[src/rtl/uart_transmitter.sv]
// 8N1 UART transmitter with a small byte FIFO.
// Bit timing comes from an internal sysclk divider.
module uart_transmitter #(
    parameter int CLKS_PER_BIT = 10416,
    parameter int FIFO_DEPTH   = 4,
    parameter int CNT_W        = 3
) (
    input  logic             sysclk,
    input  logic             reset,
    input  logic             tx_en,
    input  logic [7:0]       tx_data,
    output logic             tx_ready,
    output logic             tx_busy,
    output logic             tx_overflow,
    output logic [CNT_W-1:0] fifo_count,
    output logic             UART_TXD
);

    localparam int PTR_W = $clog2(FIFO_DEPTH);
    localparam logic [15:0] DIV_MAX = 16'(CLKS_PER_BIT - 1);
    localparam logic [CNT_W-1:0] FULL = CNT_W'(FIFO_DEPTH);

    typedef enum logic [1:0] {IDLE, START, DATA, STOP} state_t;

    state_t           state_q, state_d;
    logic [15:0]      div_q, div_d;
    logic [2:0]       idx_q, idx_d;
    logic [7:0]       shift_q, shift_d;
    logic [7:0]       mem_q [FIFO_DEPTH];
    logic [7:0]       mem_d [FIFO_DEPTH];
    logic [PTR_W-1:0] wr_ptr_q, wr_ptr_d;
    logic [PTR_W-1:0] rd_ptr_q, rd_ptr_d;
    logic [CNT_W-1:0] count_q, count_d;
    logic             txd_q, txd_d;
    logic             busy_q, busy_d;
    logic             ovf_q, ovf_d;
    logic             ready_q, ready_d;
    logic             tick;
    logic             pop;
    logic             wr;

    assign tick = (div_q == DIV_MAX);
    // Fullness is judged on the registered count, so a pop never frees a slot early.
    assign wr   = tx_en && (count_q != FULL);

    always_comb begin
        state_d  = state_q;
        div_d    = div_q;
        idx_d    = idx_q;
        shift_d  = shift_q;
        mem_d    = mem_q;
        wr_ptr_d = wr_ptr_q;
        rd_ptr_d = rd_ptr_q;
        count_d  = count_q;
        txd_d    = txd_q;
        busy_d   = busy_q;
        ovf_d    = tx_en && !ready_q;
        pop      = 1'b0;

        unique case (state_q)
            IDLE: begin
                txd_d = 1'b1;
                if (count_q != '0) begin
                    pop     = 1'b1;
                    state_d = START;
                    div_d   = '0;
                    txd_d   = 1'b0;
                    busy_d  = 1'b1;
                end
            end
            START: begin
                div_d = tick ? '0 : div_q + 16'd1;
                if (tick) begin
                    state_d = DATA;
                    idx_d   = '0;
                    txd_d   = shift_q[0];
                end
            end
            DATA: begin
                div_d = tick ? '0 : div_q + 16'd1;
                if (tick) begin
                    if (idx_q == 3'd7) begin
                        state_d = STOP;
                        txd_d   = 1'b1;
                    end else begin
                        shift_d = shift_q >> 1;
                        idx_d   = idx_q + 3'd1;
                        txd_d   = shift_q[1];
                    end
                end
            end
            STOP: begin
                div_d = tick ? '0 : div_q + 16'd1;
                if (tick) begin
                    if (count_q != '0) begin
                        pop     = 1'b1;
                        state_d = START;
                        txd_d   = 1'b0;
                    end else begin
                        state_d = IDLE;
                        busy_d  = 1'b0;
                        txd_d   = 1'b1;
                    end
                end
            end
        endcase

        if (pop) begin
            shift_d  = mem_q[rd_ptr_q];
            rd_ptr_d = rd_ptr_q + PTR_W'(1);
        end
        if (wr) begin
            mem_d[wr_ptr_q] = tx_data;
            wr_ptr_d        = wr_ptr_q + PTR_W'(1);
        end

        unique case ({wr, pop})
            2'b10:   count_d = count_q + CNT_W'(1);
            2'b01:   count_d = count_q - CNT_W'(1);
            default: count_d = count_q;
        endcase
        ready_d = (count_d != FULL);
    end

    always_ff @(posedge sysclk or negedge reset) begin
        if (!reset) begin
            state_q  <= IDLE;
            div_q    <= '0;
            idx_q    <= '0;
            shift_q  <= '0;
            for (int i = 0; i < FIFO_DEPTH; i++) mem_q[i] <= '0;
            wr_ptr_q <= '0;
            rd_ptr_q <= '0;
            count_q  <= '0;
            txd_q    <= 1'b1;
            busy_q   <= 1'b0;
            ovf_q    <= 1'b0;
            ready_q  <= 1'b1;
        end else begin
            state_q  <= state_d;
            div_q    <= div_d;
            idx_q    <= idx_d;
            shift_q  <= shift_d;
            mem_q    <= mem_d;
            wr_ptr_q <= wr_ptr_d;
            rd_ptr_q <= rd_ptr_d;
            count_q  <= count_d;
            txd_q    <= txd_d;
            busy_q   <= busy_d;
            ovf_q    <= ovf_d;
            ready_q  <= ready_d;
        end
    end

    assign UART_TXD    = txd_q;
    assign tx_busy     = busy_q;
    assign tx_overflow = ovf_q;
    assign tx_ready    = ready_q;
    assign fifo_count  = count_q;

endmodule
[config.mk]
export PLATFORM = sky130hd
export DESIGN_NAME = uart_transmitter
export DESIGN_NICKNAME = d
export VERILOG_FILES = /design/src/rtl/uart_transmitter.sv
export SDC_FILE = /design/constraint.sdc
export NUM_CORES = 1
export LEC_CHECK = 0
export CAP_MARGIN = 20
export CORE_MARGIN = 2
export CORE_UTILIZATION = 25
export DETAILED_ROUTE_END_ITERATION = 10
export SYNTH_ARGS = -nofsm -noshare
export SYNTH_HDL_FRONTEND = slang
export SYNTH_SLANG_ARGS = --single-unit
[constraint.sdc]
create_clock -name sysclk -period 3.4 [get_ports sysclk]
set_input_delay 0.34 -clock sysclk [delete_from_list [all_inputs] [get_ports sysclk]]
set_output_delay 0.34 -clock sysclk [all_outputs]
set_load 0.005 [all_outputs]
==> flow_summary.rst <==
.. list-table::
   :header-rows: 1

   * - Metric
     - Value
   * - GRT overflow
     - 0
   * - Crit Path Class
     - reg2reg
   * - Initial core utilization
     - 0.254
   * - Maximum frequency from static timing analysis
     - 0.341 GHz
   * - Final hold violation count
     - 0
   * - Post-synth EDFFs
     - 0
   * - Number of placement rows
     - 43
   * - Post-CTS clock slew at the launch and capture registers of the worst setup and hold paths
     - 0.07 ns
   * - Endpoint type of the worst setup path
     - flip-flop
   * - Floorplan die height
     - 122 um
   * - RSZ-0062 raised after global routing
     - false
   * - Final critical-path setup slack
     - 0.468 ns
   * - Fraction of post-synthesis cell area in the top cell type by area
     - 0.500
   * - Post-detail-place hpwl
     - 4.57 mm
   * - Top-count cell post-synth
     - dfrtp_1
   * - Register-to-Register Path Depth
     - 11
   * - Antenna-violating nets left
     - 0
   * - IO buf count
     - 17
   * - Clock tree from TritonCTS
     - built
   * - Most used DFF post-synth
     - dfrtp_1
   * - Clock tree root driver cell
     - clkbuf_16
   * - Post-synthesis register bit count
     - 72
   * - Routability-driven placement congestion ratio
     - 0.738
   * - Die area
     - 15000 um2
   * - CTS Hold Bufs
     - 0
   * - Deepest level of the CTS H-tree
     - 3
   * - Run status
     - completed
   * - Placeable core region
     - 13800 um2
   * - Fin util
     - 0.305
   * - Number of top-level pins
     - 18
   * - Post-CTS setup buffer count
     - 0
   * - DRC Markers
     - 0
   * - Sequential fraction of the synthesis area
     - 0.515
   * - Final Non-Filler Cells
     - 503
   * - Worst slew slack as a fraction of its limit
     - 0.389
   * - Mean post-synth cell area
     - 12.0 um2
   * - First-pass GRT wire length
     - 11.8 mm
   * - Global router's overall resource usage
     - 0.0993
   * - Post-synth top area cell
     - dfrtp_1
   * - Iter 0 DRT Violations
     - 93
   * - Period utilisation layout
     - 0.862
   * - Worst-skew pair later-pin latency
     - 0.33 ns
   * - Most instantiated cells after synthesis
     - dfrtp_1 (70), mux2_2 (34), nor2_1 (34)
   * - Area added between synthesis and finish
     - 19.7%
   * - Crit path time final
     - 2.93 ns
   * - Distinct cells, synth
     - 46
   * - Number of global-route vias before repair
     - 2421
   * - Tightest Hold Check Type
     - in2async
   * - PD cells
     - 881 nW/um2
   * - Pin count of the biggest net entering global routing
     - 73
   * - Count of mapped cells out of synthesis
     - 291
   * - Data arrival time of the critical path
     - 3.19 ns
   * - Clock sink count
     - 72
   * - Post-detailed-routing wire length
     - 6.61 mm
   * - Maximum root-to-sink buffer count
     - 2
   * - Yosys Warn Count
     - 0
   * - Fraction of registers with async set/reset
     - 1.00
   * - Pre-Repair DR Iteration Count
     - 4
   * - Nets in the synthesized netlist
     - 316
   * - Reg2reg start
     - div_q[9]
   * - Cells resized by post-CTS repair
     - 0
   * - Critical path data required time
     - 3.66 ns
   * - Total chip power
     - 3700 uW
   * - CP max FO
     - 10
   * - Number of slew-limit violations in the final report
     - 0
   * - Worst R2R Setup Slack
     - 0.47 ns
   * - Ant. Diodes
     - 0
   * - Reg2Reg Capture Point
     - tx_ready
   * - Routed wire per std cell
     - 13.1 um
   * - Top cells by area in the synthesized netlist
     - dfrtp_1 (50%), mux2_2 (11%), mux4_2 (5.1%)
   * - Ratio of cells with drive above 1 in the final layout
     - 0.220
   * - Place WS
     - 0.463 ns
   * - Max-Cap Viols
     - 0
   * - Leakage
     - 0.00186 uW
   * - Clock Skew
     - 0.00723 ns
   * - Number of antenna violations at the first check in global routing
     - 0
   * - Final net count
     - 343
   * - Setup_tns
     - 0 ns
   * - Vias after detailed routing
     - 2262
   * - Number of CTS-inserted buffers
     - 9
   * - Slew at the pin closest to its max-slew limit
     - 0.916 ns
   * - Width of the die
     - 122 um
   * - Number of cells after detailed placement
     - 487
   * - Post-detailed-route via-to-cell ratio
     - 4.50
   * - Final-report setup violation count
     - 0
   * - Summed instance area of the synthesized netlist
     - 3500 um2
   * - Highest ir drop seen on vdd
     - 0.000330 V
   * - Kind of start point of the critical path
     - flip-flop
[logic make-up after synthesis]
group                    after synthesis  share of synthesized area
adder cells (fa/ha/maj)               14                     0.0521
multiplexers                          43                      0.164
AND/OR/NAND/NOR                       92                      0.134
buffers and inverters                 22                     0.0250
flip-flops                            72                      0.515
AO/OA/AOI/OAI                         29                     0.0632
XOR/XNOR                              19                     0.0475
[power by group]
part | total [uW] | leakage, uW | internal [uW] | switching (uW)
sequential | 1460 | 0.000879 | 1210 | 253
combinational | 1310 | 0.000833 | 716 | 597
clock | 923 | 0.000147 | 518 | 405
[cell type report]
type / count / area, um2
Clock buffer: 9 / 225
Inverter: 18 / 67.6
Clock inverter: 7 / 73.8
Multi-Input combinational cell: 197 / 1610
Tap cell: 180 / 225
Sequential cell: 72 / 1800
Fill cell: 1455 / 9580
Timing Repair Buffer: 20 / 188
[routing by layer]
layer,track usage,vias to the layer above,share of wire
met2,0.171,29,0.51
met3,0.0293,11,0.035
met1,0.119,1138,0.44
met5,0,-,0
li1,-,1084,-
met4,0.0316,0,0.015
[cells in the final DEF (no fill, tap or decap), types with 7 or more instances in the layout]
master            n
ha_1             13
clkbuf_16         9
clkdlybuf4s50_1  16
nand2_1          22
xor2_1           13
mux2_2           34
inv_1            17
a221oi_1          7
dfrtp_1          70
mux4_2            8
nor2_1           34
[registers in the layout (all words and copies together) (netlist names)]
name	count
UART_TXD	1
tx_overflow	1
tx_ready	1
tx_busy	1
shift_q	8
fifo_count	3
state_q	2
wr_ptr_q	2
idx_q	3
rd_ptr_q	2
mem_q	32
div_q	16
[worst max path at each step]
| stage | start | endpoint | cells after the start |
|---|---|---|---|
| finish | div_q[9] | tx_ready | 11 |
| global route | div_q[9] | tx_ready | 11 |
| CTS | div_q[9] | tx_ready | 11 |
| detailed placement | div_q[9] | tx_ready | 11 |
| global placement | div_q[9] | tx_ready | 11 |
| floorplan | div_q[9] | tx_ready | 11 |
[worst max-delay path, stage by stage, from the launching register on]
cell and delay (ns):
dfrtp_1 0.42, or4b_4 0.56, nor4_4 0.32, a31oi_2 0.29, inv_2 0.15, ha_1 0.18, inv_1 0.06, fa_1 0.37
xor2_1 0.15, nor2_1 0.12, xor2_1 0.18, nand2_1 0.07
[per-stage QoR]
stage	hold WS (ns)	cell area [um2]
floorplan	0.0444	3500
global placement	0.460	3900
detailed placement	0.465	3900
CTS	0.277	4200
global route	0.297	4200
finish	0.225	4200
Note: power is estimated with default switching activity, not from simulation.
